`src/rtl/td4_exec_controller.sv`:
```
// rtl/td4_exec_controller.sv - TD4 execution controller: writable program RAM, run/halt/step sequencing, byte loader
module td4_exec_controller #(
    parameter int ADDR_W   = 4,
    parameter int DATA_W   = 8,
    parameter int STEP_DIV = 4
) (
    input  logic              CLK,
    input  logic              CLR,
    input  logic              cmd_valid,
    input  logic [1:0]        cmd_op,
    output logic              cmd_ready,
    input  logic              ld_valid,
    input  logic [DATA_W-1:0] ld_data,
    output logic              ld_ready,
    input  logic [ADDR_W-1:0] cpu_A,
    output logic [DATA_W-1:0] cpu_D,
    output logic              cpu_en,
    output logic              cpu_clr_n,
    output logic [2:0]        mode
);

    localparam int DEPTH = 1 << ADDR_W;
    localparam int PW    = (STEP_DIV > 1) ? $clog2(STEP_DIV) : 1;
    localparam logic [PW-1:0]     PRESC_MAX = PW'(STEP_DIV - 1);
    localparam logic [ADDR_W-1:0] LAST_ADDR = ADDR_W'(DEPTH - 1);

    typedef enum logic [2:0] {
        S_HALT    = 3'd0,
        S_RUN     = 3'd1,
        S_STEP    = 3'd2,
        S_LOAD    = 3'd3,
        S_RELEASE = 3'd4
    } state_t;

    state_t              state_q, state_d;
    logic [ADDR_W-1:0]   wptr_q, wptr_d;
    logic [PW-1:0]       presc_q, presc_d;
    logic                cmd_ready_q, cmd_ready_d;
    logic                ld_ready_q, ld_ready_d;
    logic                cpu_en_q, cpu_en_d;
    logic                cpu_clr_n_q, cpu_clr_n_d;
    logic [DATA_W-1:0]   mem_q [DEPTH];
    logic                cmd_acc;
    logic                ld_acc;

    assign cmd_acc = cmd_valid & cmd_ready_q;
    assign ld_acc  = ld_valid & ld_ready_q;

    always_comb begin
        state_d = state_q;
        wptr_d  = wptr_q;
        presc_d = presc_q;
        case (state_q)
            S_HALT: begin
                if (cmd_acc) begin
                    case (cmd_op)
                        2'b00: begin
                            state_d = S_RUN;
                            presc_d = '0;
                        end
                        2'b10: state_d = S_STEP;
                        2'b11: begin
                            state_d = S_LOAD;
                            wptr_d  = '0;
                        end
                        default: state_d = S_HALT;
                    endcase
                end
            end
            S_RUN: begin
                presc_d = (presc_q == PRESC_MAX) ? '0 : presc_q + PW'(1);
                if (cmd_acc) begin
                    case (cmd_op)
                        2'b01: state_d = S_HALT;
                        2'b11: begin
                            state_d = S_LOAD;
                            wptr_d  = '0;
                        end
                        default: state_d = S_RUN;
                    endcase
                end
            end
            S_STEP:    state_d = S_HALT;
            S_LOAD: begin
                if (ld_acc) begin
                    wptr_d = wptr_q + ADDR_W'(1);
                    if (wptr_q == LAST_ADDR) begin
                        state_d = S_RELEASE;
                    end
                end
            end
            S_RELEASE: state_d = S_HALT;
            default:   state_d = S_HALT;
        endcase

        // Outputs are registered from the next state so they line up with mode.
        cmd_ready_d = (state_d == S_HALT) || (state_d == S_RUN);
        ld_ready_d  = (state_d == S_LOAD);
        cpu_clr_n_d = !((state_d == S_LOAD) || (state_d == S_RELEASE));
        cpu_en_d    = (state_d == S_STEP) ||
                      ((state_d == S_RUN) && (presc_d == PRESC_MAX));
    end

    always_ff @(posedge CLK or negedge CLR) begin
        if (!CLR) begin
            state_q     <= S_HALT;
            wptr_q      <= '0;
            presc_q     <= '0;
            cmd_ready_q <= 1'b1;
            ld_ready_q  <= 1'b0;
            cpu_en_q    <= 1'b0;
            cpu_clr_n_q <= 1'b1;
        end else begin
            state_q     <= state_d;
            wptr_q      <= wptr_d;
            presc_q     <= presc_d;
            cmd_ready_q <= cmd_ready_d;
            ld_ready_q  <= ld_ready_d;
            cpu_en_q    <= cpu_en_d;
            cpu_clr_n_q <= cpu_clr_n_d;
        end
    end

    // Program RAM is flop-based so reset can wipe it in one shot.
    always_ff @(posedge CLK or negedge CLR) begin
        if (!CLR) begin
            for (int i = 0; i < DEPTH; i++) begin
                mem_q[i] <= '0;
            end
        end else if (ld_acc) begin
            mem_q[wptr_q] <= ld_data;
        end
    end

    assign cpu_D     = ((state_q == S_LOAD) || (state_q == S_RELEASE)) ? '0 : mem_q[cpu_A];
    assign cmd_ready = cmd_ready_q;
    assign ld_ready  = ld_ready_q;
    assign cpu_en    = cpu_en_q;
    assign cpu_clr_n = cpu_clr_n_q;
    assign mode      = state_q;

endmodule

```
`config.mk`:
```
export PLATFORM = sky130hd
export DESIGN_NAME = td4_exec_controller
export DESIGN_NICKNAME = d
export VERILOG_FILES = /design/src/rtl/td4_exec_controller.sv
export SDC_FILE = /design/constraint.sdc
export NUM_CORES = 1
export LEC_CHECK = 0
export BUFFER_PORTS_ARGS = -buffer_cell sky130_fd_sc_hd__buf_4
export CAP_MARGIN = 20
export CORE_MARGIN = 10
export CORE_UTILIZATION = 55
export CTS_CLUSTER_SIZE = 30
export DETAILED_ROUTE_END_ITERATION = 12
export PLACE_DENSITY = 0.76
export SLEW_MARGIN = 20
export SYNTH_ARGS = -nofsm -noshare
export SYNTH_HDL_FRONTEND = slang
export SYNTH_SLANG_ARGS = --single-unit
```
`constraint.sdc`:
```
create_clock -name CLK -period 1.5 [get_ports CLK]
set_input_delay 0.15 -clock CLK [delete_from_list [all_inputs] [get_ports CLK]]
set_output_delay 0.15 -clock CLK [all_outputs]
set_load 0.005 [all_outputs]
```
; After elaboration in Yosys (flattened, before gate mapping)
; Index checks and enable logic that the tools add are counted.
; W data, S select, Z words.
[word_totals]
regBits = 141
[op_classes]
n_lt_le_gt_ge = 3
muxes = 22
eq_ne = 16
reduce_logical = 13
addsub = 2
bitwise_logic = 4
[ops]
columns = op, n
row1 = $bwmux W128, 1
row2 = $bmux W8 S4, 1
row3 = $demux W8 S4, 1
row4 = $mux W8, 4
row5 = $mux W3, 4
row6 = $mux W4, 3
row7 = $ge A5 B5 Y1 const B, 2
row8 = $not A4 Y5, 2
row9 = $eq A3 B2 Y1 const B, 3
row10 = $pmux W3 S3, 1
row11 = $eq A2 B2 Y1 const B, 4
row12 = $pmux W2 S2, 2
row13 = $pmux W4 S2, 1
row14 = $eq A3 B1 Y1 const B, 2
row15 = $eq A3 B3 Y1 const B, 2
row16 = $logic_not A3 Y1, 2
row17 = $mux W2, 3
row18 = $pmux W2 S3, 1
row19 = $lt A5 B1 Y1 const B, 1
row20 = $add A4 B1 Y4 const B, 1
row21 = $eq A4 B4 Y1 const B, 1
row22 = $logic_or A1 B1 Y1, 4
row23 = $ne A2 B1 Y1 const B, 2
row24 = $reduce_and A4 Y1, 1
row25 = 9 further kinds, 11

; Longest topological paths before layout
; Gate-level depths: netlist of run 1.
[logic_depth]
word_depth = 7
ltp_mapped = 6
mapped_depth_nobuf = 6

; Worst setup path after synthesis of run 1
; OpenSTA, ideal clock, no wires.
[synth_path]
path_kind = reg-to-reg
start = register state_q[2], in the netlist mode[2]
end = register cpu_en_q, in the netlist cpu_en
arrival_ps = 1375
period_less_slack_ps = 1495
n_path_buf = 1
setup_time_ps = 120
path_slack_ps = 5
stages_incl_launch_ff = 6
path_cell_list = dfrtp_1 clkbuf_2 and4bb_2 o221ai_1 nor3b_1 a31o_2
[synth_between]
elab_chain_len = 6
[synth_rtl]
columns = item, line_no
row1 = from (decl), 35  ; state_t state_q, state_d;
row2 = from (signal assigned), 114  ; state_q <= state_d;
row3 = $mux W3, 87  ; if (wptr_q == LAST_ADDR) begin
row4 = $mux W3, 85  ; if (ld_acc) begin
row5 = $pmux W3 S3, 53  ; case (state_q)
row6 = $eq A3 B1 Y1, 101  ; ((state_d == S_RUN) && (presc_d == PRESC_MAX));
row7 = $logic_and A1 B1 Y1, 101
row8 = $logic_or A1 B1 Y1 *, 100  ; cpu_en_d = (state_d == S_STEP) ||
row9 = via cpu_en_d, 40  ; logic cpu_en_q, cpu_en_d;
row10 = to (signal assigned), 119  ; cpu_en_q <= cpu_en_d;
row11 = to (decl), 40
; Mark *: on every way through the listed nets, which the timed path passes. The rest lies on a longest branch.
; A chain may end at the register's enable or synchronous reset.

; Final worst setup path of run 1
[layout_path]
start = register state_q[0], in the netlist mode[0]
end = output port cpu_D[5]
[layout_between]
elab_chain_len = 3
[layout_rtl]
columns = item, line_no
row1 = $eq A3 B2 Y1 or $eq A3 B3 Y1 (tied branches), 135  ; assign cpu_D = ((state_q == S_LOAD) || (state_q == S_RELEASE)) ? '0 : mem_q[cpu_A];
row2 = $logic_or A1 B1 Y1 *, 135
row3 = $mux W8 *, 135
row4 = to (decl), 16  ; output logic [DATA_W-1:0] cpu_D,
; Every way passes the cells marked *; elsewhere a longest branch is shown, timed or not.

==> metrics, run 1 <==
Ports=33; clk_skew=0.005373 ns; CP max stage cell=dfrtp_1; Sw Pwr=0.003536 W; DRC violations left=0; worst-skew pair later-pin latency=0.41 ns; Int Power=0.009923 W; vias per cell=6.000; Worst VDD drop=0.9916 mV; CP max FO=8; crit share post-route=131.0%; share of cells above drive strength 1=63.46%; DP HPWL=9592 µm; via count=3912; sequential fraction of the synthesis area=53.63%; Hold Vio Cnt, Final=0; CTS clk-pin slew, worst paths=0.06 ns; number of synthesized flops with an enable pin=0; RSZ-0062 raised after global routing=yes; final worst slack=-0.4650 ns; Hold WC Path Type=in2reg; CTS Buf Count=17; syn nets=456; Post-Route WL=14870 µm; Crit. End Element=output port; asr flop ratio synth=100.0%; CP required=1.35 ns; Synth Area per Inst=15.38 µm²; static leakage=4.005 nW; core area=0.01156 mm²; Synth area leaders=dfrtp_1 53%, mux2_2 21%, mux4_2 11%; max-slew violation count=0; GPL Wtd Cong=0.7824; yosys synthesis warning count=0; Fmax=508.9 MHz; root buffer cell=clkbuf_16; PortBufs=32; top-area cell type share of the netlist area=52.83%; area grow syn2layout=26.76%; cell area after synthesis=0.006584 mm²; row count=39; Final #Nets=524; wire per inst=22.80 µm; global route overflow=0; initial antenna violation count=0; ys flop type=dfrtp_1; die height=129.4 µm; die width=129.4 µm; post-synth cell types=41; Final Critical Period=1.965 ns; dominant cell type by area after synthesis=dfrtp_1; initial drt markers=264; violated checks=negative setup slack; max incr delay on CP=0.39 ns; cells along the critical path=and3b_2, a21oi_4, nand2_4, o22ai_4, buf_6; post-route ant nets=0; TritonRoute pass-1 iters=4; post-synthesis register bit count=141; sw frac=26.27%; clock sinks=141; slew margin rel.=71.08%; CTS tree=done; final setup fails=12; Arr. time, crit path=1.82 ns; largest net degree at the start of global routing=45; most common cell after layout, fill and taps aside=dfrtp_1; total power per unit cell area=1613 mW/mm²; Initial Utilization=56.93%; multi-input combinational cell area=0.003308 mm²; TNS Setup=-3.695 ns; Filler cells=727; outcome=complete, but fails checks; Mapped Cells=428; vias in the first global route=4472; slew at the pin closest to its max-slew limit=0.4337 ns; clock power share=31.9%; Comb power frac=26.9%; maximum root-to-sink buffer count=2; Setup CP Type=reg2out; sequential fraction of design power=41.1%; total power=0.01346 W; gr usage total=18.82%; Setup crit start kind=flop; first-pass GRT wire length=23880 µm; antenna cells=0; Reg area=0.003536 mm²; Max Cap Violations=0; CTS HTree Levels=4; commonest cells after routing, fill and taps aside=135 x dfrtp_1, 122 x mux2_2, 55 x buf_4; die area=0.01675 mm²
## final timing paths
check                           start          to  slack, ns  cells after the start
min in group asynchronous         CLR   mem_q[79]       0.23                      2
hold / removal             ld_data[5]  mem_q[101]       0.10                      2
setup reg to reg            cmd_ready      cpu_en      -0.06                      4
max in group asynchronous         CLR    mem_q[1]       0.64                      3
hold reg to reg             mem_q[39]   mem_q[39]       0.50                      1
setup / recovery              mode[0]    cpu_D[5]      -0.47                      5
## metrics by stage
step / hold WS, ns / setup WS (ns) / utilization [%] / cells / instance area (µm²)
global route: 0.1061 / -0.5095 / 72.16 / 652 / 8346
global placement: 0.1027 / -0.1652 / 62.56 / 610 / 7234
detailed placement: 0.1031 / -0.1840 / 62.56 / 610 / 7234
CTS: 0.07124 / -0.4316 / 70.67 / 649 / 8173
floorplan: -0.1456 / 0.005171 / - / 428 / 6584
finish: 0.1023 / -0.4650 / 72.16 / 652 / 8346
## power groups by stage
stage,logic (W),clock network [W],registers [W]
finish,0.00362,0.00430,0.00554
global route,0.00391,0.00454,0.00566
CTS,0.00336,0.00438,0.00551
detailed placement,0.00292,0,0.00553
global placement,0.00280,0,0.00546
floorplan,0.00200,0,0.00534
## synth_stat cells (all sizes together) (3+ instances only)
master  count
nand3       4
dfrtp     139
clkbuf     11
nand2      19
nand2b      3
a21oi       6
o22ai       8
mux4       32
mux2i      16
inv         6
nor3b       5
mux2      128
ha         10
nor2        5
buf        12
## logic make-up (layout without fill, tap and decap cells)
logic type	after synthesis	count (layout)	synth area share (%)
compound gates	24	24	2.357
xor+xnor	2	2	0.2661
fa+ha+maj	10	10	1.900
buf+inv	29	110	2.014
flops	141	141	53.63
mux	176	176	35.27
simple gates	46	46	4.561
## repair_timing
| action | CTS | global route |
|---|---|---|
| gates resized for setup | 57 | 32 |
| buffers inserted | 7 | 3 |
| pin swaps | 12 | 18 |
| setup endpoints to repair | 125 | 50 |
| endpoints found under the hold margin | 40 | 0 |
| hold buffers | 1 | 0 |
## sequential cells by signal, summed over array words and instances, names as in the netlist
register / flops
mode: 3
ld_ready: 1
cpu_clr_n: 1
cpu_en: 1
mem_q: 128
cmd_ready: 1
wptr_q: 4
presc_q: 2
## worst max-delay path: cells and delay by family, from the launching register on
kind / cells / cell delay [ns]
AO/OA/AOI/OAI: 2 / 0.44
AND/OR/NAND/NOR: 2 / 0.44
buffers and inverters: 1 / 0.12
flip-flops: 1 / 0.39
## cell type report
cell class | count | area share, %
clock buffer | 27 | 6.147
clock inverter | 5 | 1.229
inverter | 6 | 0.2999
multi-input combinational | 258 | 39.64
sequential | 141 | 42.37
tap | 143 | 2.144
timing repair buffer | 72 | 8.171
## metal layers
layer | vias to the layer above | global-route usage, % | wire length (µm)
met3 | 14 | 4.772 | 487
met2 | 62 | 33.09 | 7940
met5 | - | 0 | 0
met4 | 0 | 6.085 | 153
li1 | 1742 | - | -
met1 | 2094 | 22.19 | 6285
Note: power is estimated with default switching activity, not from simulation.
==> run 2, diff against run 1 <==
ABC_AREA = 1   (was not set)
PLACE_DENSITY = 0.75   (was 0.76)
==> run 2 against run 1 <==
- the flow still finishes with violations (negative setup slack)
- sequential share of layout area down 2.7 points
- count of clock-buffer cells in the layout down 4
- setup slack improved by 0.16 ns
- global-route usage grew 1.6 points
- clock power shrank 11%
- die area increased by 4.2%
- synthesized area is 4.9% higher
- critical endpoint is now cpu_D[4]
- register-to-register slack got worse by 0.03 ns
- worst hold slack got worse by 0.012 ns
- largest cell class unchanged
==> metrics, run 2 <==
CTS HTree Levels=4 (unchanged); yosys synthesis warning count=0 (unchanged); Final Critical Period=1.803 ns (was 1.965 ns); Setup crit start kind=flop (unchanged); Worst VDD drop=0.9842 mV (was 0.9916 mV); crit share post-route=120.2% (was 131.0%); CP required=1.35 ns (about the same); post-route ant nets=0 (unchanged); row count=40 (was 39); clock power share=37.5% (was 31.9%); dominant cell type by area after synthesis=dfrtp_1 (unchanged); initial antenna violation count=0 (unchanged); Synth area leaders=dfrtp_1 50%, nand2_1 19%, o21ai_0 7.5% (was dfrtp_1 53%, mux2_2 21%, mux4_2 11%); Largest Register=mem_q (unchanged); max-slew violation count=0 (unchanged); gr usage total=20.37% (was 18.82%); clock sinks=141 (unchanged); post-synthesis register bit count=141 (unchanged); sw frac=28.35% (was 26.27%); Arr. time, crit path=1.65 ns (was 1.82 ns); slew margin rel.=74.99% (was 71.08%); number of synthesized flops with an enable pin=0 (unchanged); Crit. End Element=output port (unchanged); Max Cap Violations=0 (unchanged); Largest register FFs=128 (unchanged); largest net degree at the start of global routing=57 (was 45); most common cell after layout, fill and taps aside=nand2_1 (was dfrtp_1); Final #Nets=999 (was 524); CTS clk-pin slew, worst paths=0.06 ns (about the same); Hold WC Path Type=in2async (was in2reg); reg2reg start=wptr_q[0] (was cmd_ready); TritonRoute pass-1 iters=8 (was 4); R2R Path End=mem_q[11] (was cpu_en); wire per inst=17.85 µm (was 22.80 µm); vias per cell=5.657 (was 6.000); Fmax=554.6 MHz (was 508.9 MHz); Filler cells=889 (was 727); Post-Route WL=20450 µm (was 14870 µm); multi-input combinational cell area=0.003279 mm² (was 0.003308 mm²); commonest cells after routing, fill and taps aside=300 x nand2_1, 132 x dfrtp_1, 115 x o21ai_1 (was 135 x dfrtp_1, 122 x mux2_2, 55 x buf_4); top-area cell type share of the netlist area=50.35% (was 52.83%); DP HPWL=11140 µm (was 9592 µm); outcome=complete, but fails checks (unchanged); Synth Area per Inst=7.744 µm² (was 15.38 µm²); post-synth cell types=24 (was 41); Core Util, Final=73.45% (was 72.16%); Reg area=0.003540 mm² (was 0.003536 mm²); Setup CP Type=reg2out (unchanged); violated checks=negative setup slack (unchanged); global route overflow=0 (unchanged); static leakage=4.418 nW (was 4.005 nW); maximum root-to-sink buffer count=2 (unchanged); vias in the first global route=5848 (was 4472); total power per unit cell area=1143 mW/mm² (was 1613 mW/mm²); most common cell in the netlist=nand2_1 (was dfrtp_1); share of cells above drive strength 1=24.95% (was 63.46%); Mapped Cells=892 (was 428); syn nets=920 (was 456); initial drt markers=811 (was 264); Initial Utilization=56.80% (was 56.93%); sequential fraction of the synthesis area=51.11% (was 53.63%); Comb power frac=20.2% (was 26.9%); core area=0.01216 mm² (was 0.01156 mm²); Commonest cells post-synth=356 x nand2_1, 139 x dfrtp_1, 104 x o21ai_0, 76 x nor2_1, 54 x o21ai_1 (was 139 x dfrtp_1, 122 x mux2_2, 32 x mux4_2, 16 x mux2i_1, 12 x nand2_2); root buffer cell=clkbuf_16 (unchanged); worst-skew pair later-pin latency=0.42 ns (was 0.41 ns); pre-CTS WS=0.009837 ns (was -0.1840 ns); Int Power=0.007313 W (was 0.009923 W); clk_skew=0.007812 ns (was 0.005373 ns); Sw Pwr=0.002893 W (was 0.003536 W); slew at the pin closest to its max-slew limit=0.3743 ns (was 0.4337 ns); Ports=33 (unchanged); CP max FO=2 (was 8); final setup fails=57 (was 12); CTS tree=done (unchanged); first-pass GRT wire length=29070 µm (was 23880 µm); PortBufs=32 (unchanged); asr flop ratio synth=100.0% (unchanged); Hold Vio Cnt, Final=0 (unchanged); GPL Wtd Cong=0.8388 (was 0.7824); die area=0.01744 mm² (was 0.01675 mm²); antenna cells=0 (unchanged); area grow syn2layout=29.31% (was 26.76%); die height=132.1 µm (was 129.4 µm); ys flop type=dfrtp_1 (unchanged); worst reg2reg path depth=8 (was 4); setup slack, reg-to-reg=-0.09 ns (was -0.06 ns); cell area after synthesis=0.006908 mm² (was 0.006584 mm²); final worst slack=-0.3030 ns (was -0.4650 ns); CTS Buf Count=17 (unchanged); sequential fraction of design power=42.3% (was 41.1%); via count=6483 (was 3912); RSZ-0062 raised after global routing=yes (unchanged); DRC violations left=0 (unchanged); die width=132.1 µm (was 129.4 µm)
[run 2: cell count changes after synthesis, moves of 32 or more]
cell / delta
mux4_2: -32
o21ai_0: +102
o21ai_1: +54
mux2_2: -122
nand2_1: +349
inv_1: +39
nor2_1: +71
[run 2: worst max path at each step]
stage | start | to | slack, ns | cells after the start
after floorplan | wptr_q[0] | mem_q[125] | 0.07 | 8
after global placement | cpu_A[0] | cpu_D[4] | 0.03 | 12
after detailed placement | cpu_A[0] | cpu_D[4] | 0.01 | 12
after CTS | mem_q[108] | cpu_D[4] | -0.19 | 9
after global routing | mem_q[124] | cpu_D[4] | -0.40 | 9
final | mem_q[124] | cpu_D[4] | -0.30 | 9
[run 2: layout make-up]
class	count	area share, %
multi-input combinational	652	36.71
inverter	50	2.269
tap	168	2.353
clock buffer	23	5.351
clock inverter	3	0.4482
sequential	141	39.63
timing repair buffer	109	13.24
[run 2: power groups by stage]
stage	clock (W)	combinational (W)	sequential, W
final	0.00382	0.00206	0.00432
after global routing	0.00401	0.00232	0.00436
after CTS	0.00381	0.00174	0.00426
after detailed placement	0	0.00167	0.00432
after global placement	0	0.00165	0.00431
after floorplan	0	0.000996	0.00431
[run 2: kinds of logic (layout without fill, tap and decap cells)]
logic type | count (synthesis) | count (layout) | share of synthesized area, %
compound gates | 176 | 176 | 13.48
buf+inv | 99 | 185 | 7.281
fa+ha+maj | 10 | 10 | 1.811
xor+xnor | 1 | 1 | 0.1268
simple gates | 465 | 465 | 26.19
flops | 141 | 141 | 51.11
[run 2: critical path, cell delays in order, from the launching register on]
cell	delay [ns]
dfrtp_1	0.39
nand2_1	0.11
nand2_1	0.06
nand2_1	0.06
nand3_1	0.11
nand2_1	0.13
nand2_1	0.09
nand2_2	0.09
nor2_2	0.05
buf_4	0.13
[run 2: metrics by stage]
stage / hold slack (ns) / TNS (ns) / power, W / instances / cell area (µm²)
after floorplan: -0.1456 / 0 / 0.005305 / 892 / 6908
after global placement: -0.04892 / 0 / 0.005962 / 1093 / 7615
after detailed placement: -0.04915 / 0 / 0.005990 / 1093 / 7615
after CTS: 0.07834 / -1.430 / 0.009815 / 1124 / 8208
after global routing: 0.09585 / -8.228 / 0.01069 / 1146 / 8932
final: 0.08991 / -2.792 / 0.01021 / 1146 / 8932
[run 2: repair_timing]
item                                    4_1_cts  5_1_grt
endpoints found under the hold margin       140        0
hold buffers                                  1        0
pin swaps                                     6       30
endpoints found under the setup margin        8      134
cloned                                        0       13
buffers inserted                              4       10
resized for setup                            17      222
[run 2: layer usage]
metal	global-route usage, %	wire length, µm	vias to the layer above
li1	-	-	3000
met1	27.24	8252	3141
met2	31.33	9919	290
met3	3.811	1582	52
met4	9.333	699	0
met5	0	0	-
==> run 3, diff against run 2 <==
--- a/config.mk
+++ b/config.mk
@@ -9,3 +9,2 @@
 export BUFFER_PORTS_ARGS = -buffer_cell sky130_fd_sc_hd__buf_4
-export CAP_MARGIN = 20
 export CORE_MARGIN = 10
==> constraint.sdc (replaced) <==
create_clock -name CLK -period 1.5 [get_ports CLK]
set_input_delay 0.3 -clock CLK [delete_from_list [all_inputs] [get_ports CLK]]
set_output_delay 0.3 -clock CLK [all_outputs]
set_load 0.005 [all_outputs]
==> run 3 against run 2 <==
- the run still ends with negative setup slack left
- critical path depth fell by 2
- first-iteration DRC count shrank 3.6%
- register-to-register slack improved by 0.08 ns
- non-clock buffer count increased by 12
- design area increased by 0.57%
- power grew 1.5%
- worst hold slack improved by 0.26 ns
- cell count increased by 1.6%
- combinational power grew 3%
- flip-flop and latch count unchanged
- fmax shrank 4.2%
- critical endpoint is now cpu_D[0]
==> metrics, run 3 (synthesized netlist as in run 2, its figures left out) <==
post-route ant nets=0 (unchanged); DRC violations left=0 (unchanged); area grow syn2layout=30.05% (was 29.31%); Crit. End Element=output port (unchanged); violated checks=negative setup slack (unchanged); RSZ-0062 raised after global routing=yes (unchanged); Sw Pwr=0.002962 W (was 0.002893 W); largest net degree at the start of global routing=44 (was 57); crit share post-route=125.5% (was 120.2%); initial antenna violation count=0 (unchanged); die height=132.1 µm (unchanged); global route overflow=0 (unchanged); wire per inst=16.73 µm (was 17.85 µm); max-slew violation count=0 (unchanged); root buffer cell=clkbuf_16 (unchanged); R2R Path End=mem_q[126] (was mem_q[11]); Max Cap Violations=0 (unchanged); PortBufs=32 (unchanged); CTS Buf Count=17 (unchanged); Final #Nets=1011 (was 999); DP HPWL=11940 µm (was 11140 µm); Ports=33 (unchanged); crit path buf inv count=2 (was 1); Filler cells=846 (was 889); Comb power frac=20.6% (was 20.2%); sequential fraction of design power=41.4% (was 42.3%); Worst VDD drop=1.137 mV (was 0.9842 mV); Hold Path Cell Cnt=6; via count=6315 (was 6483); row count=40 (unchanged); Setup CP Type=reg2out (unchanged); TritonRoute pass-1 iters=5 (was 8); Largest Register=mem_q (unchanged); crit-path leading delay family=simple AND/OR/NAND/NOR gates (unchanged); sw frac=28.59% (was 28.35%); Initial Utilization=56.80% (unchanged); Core Util, Final=73.87% (was 73.45%); GPL Wtd Cong=0.8544 (was 0.8388); Reg area=0.003533 mm² (was 0.003540 mm²); final worst slack=-0.3828 ns (was -0.3030 ns); slew at the pin closest to its max-slew limit=0.4434 ns (was 0.3743 ns); slew margin rel.=70.44% (was 74.99%); die area=0.01744 mm² (unchanged); Fmax=531.1 MHz (was 554.6 MHz); Post-Route WL=19470 µm (was 20450 µm); gr usage total=20.95% (was 20.37%); TNS Setup=-2.942 ns (was -2.792 ns); Int Power=0.007398 W (was 0.007313 W); most common cell after layout, fill and taps aside=nand2_1 (unchanged); CP max stage cell=dfrtp_1 (unchanged); CTS clk-pin slew, worst paths=0.06 ns (about the same); CP required=1.20 ns (was 1.35 ns); share of cells above drive strength 1=24.60% (was 24.95%); die width=132.1 µm (unchanged); Final Critical Period=1.883 ns (was 1.803 ns); core area=0.01216 mm² (unchanged); final setup fails=11 (was 57); static leakage=4.484 nW (was 4.418 nW); Hold WC Path Type=in2reg (was in2async); clk_skew=0.007467 ns (was 0.007812 ns); worst reg2reg path depth=9 (was 8); reg2reg start=wptr_q[0] (unchanged); vias per cell=5.425 (was 5.657); Largest register FFs=128 (unchanged); CTS tree=done (unchanged); outcome=complete, but fails checks (unchanged); multi-input combinational cell area=0.003214 mm² (was 0.003279 mm²); Arr. time, crit path=1.58 ns (was 1.65 ns); antenna cells=0 (unchanged); initial drt markers=782 (was 811); CP max FO=8 (was 2); worst-skew pair later-pin latency=0.42 ns (about the same); maximum root-to-sink buffer count=2 (unchanged); vias in the first global route=5818 (was 5848); first-pass GRT wire length=29840 µm (was 29070 µm); cells along the critical path=nor2_2, nand2_1, nand2_2, clkinv_4, nand2_1, nor2_2, buf_4 (was nand2_1, nand2_1, nand2_1, nand3_1, nand2_1, nand2_1, nand2_2, nor2_2, buf_4); Hold Vio Cnt, Final=0 (unchanged); setup slack, reg-to-reg=-0.01 ns (was -0.09 ns); clock sinks=141 (unchanged); hold_sp=cmd_valid; max incr delay on CP=0.41 ns (was 0.39 ns); hold endpoint=presc_q[0]; total power per unit cell area=1153 mW/mm² (was 1143 mW/mm²); clock power share=38.0% (was 37.5%); Setup crit start kind=flop (unchanged); commonest cells after routing, fill and taps aside=312 x nand2_1, 137 x dfrtp_1, 78 x buf_4 (was 300 x nand2_1, 132 x dfrtp_1, 115 x o21ai_1); CTS HTree Levels=4 (unchanged)
[run 3: worst min-delay path: cells and delay by family]
kind | cells | cell delay (ns)
simple gates | 5 | 0.32
buf+inv | 1 | 0.10
[run 3: timing repair]
item,4_1_cts,5_1_grt
setup buffers,4,13
hold buffers,1,0
pin swaps,19,26
hold endpoints to repair,36,0
gates resized for setup,33,138
setup endpoints to repair,22,119
cloned,0,8
[run 3: how the worst max path moves through the flow]
stage	depth (start not counted)	to	from	slack, ns
after detailed placement	12	cpu_D[5]	cpu_A[0]	-0.27
final	7	cpu_D[0]	mode[1]	-0.38
after global placement	12	cpu_D[5]	cpu_A[0]	-0.25
after global routing	9	cpu_D[1]	mem_q[9]	-0.49
after CTS	9	cpu_D[6]	mem_q[78]	-0.36
after floorplan	9	cpu_D[0]	cpu_A[1]	0.07
[run 3: layer usage]
| metal | GRT usage, % | wire [µm] | vias to the layer above | share of wire, % |
|---|---|---|---|---|
| met1 | 27.17 | 8151 | 3015 | 42 |
| met4 | 7.602 | 384 | 0 | 2.0 |
| met3 | 5.602 | 1468 | 33 | 7.5 |
| met5 | 0 | 0 | - | 0 |
| li1 | - | - | 3030 | - |
| met2 | 32.89 | 9471 | 237 | 49 |
[run 3: final cells by class]
| cell class | instances | area share (%) |
|---|---|---|
| Sequential cell | 141 | 39.33 |
| Multi-Input combinational cell | 652 | 35.78 |
| Timing Repair Buffer | 121 | 14.23 |
| Clock buffer | 24 | 5.362 |
| Tap cell | 168 | 2.340 |
| Inverter | 50 | 2.201 |
| Clock inverter | 8 | 0.7521 |
[run 3: through the flow]
stage	total power [W]	std cells	setup slack [ns]	hold WS, ns	instance area [µm²]
floorplan	0.005305	892	0.06860	0.004409	6908
global placement	0.006082	1109	-0.2514	0.2563	7772
global route	0.01083	1164	-0.4906	0.3556	8984
finish	0.01036	1164	-0.3828	0.3459	8984
CTS	0.01014	1145	-0.3638	0.3378	8441
detailed placement	0.006130	1109	-0.2727	0.2583	7772
[run 3: power groups by stage]
stage | Combinational [W] | Clock [W] | Sequential [W]
finish | 0.00213 | 0.00394 | 0.00429
detailed placement | 0.00180 | 0 | 0.00433
CTS | 0.00191 | 0.00395 | 0.00427
floorplan | 0.000996 | 0 | 0.00431
global route | 0.00237 | 0.00415 | 0.00431
global placement | 0.00176 | 0 | 0.00432
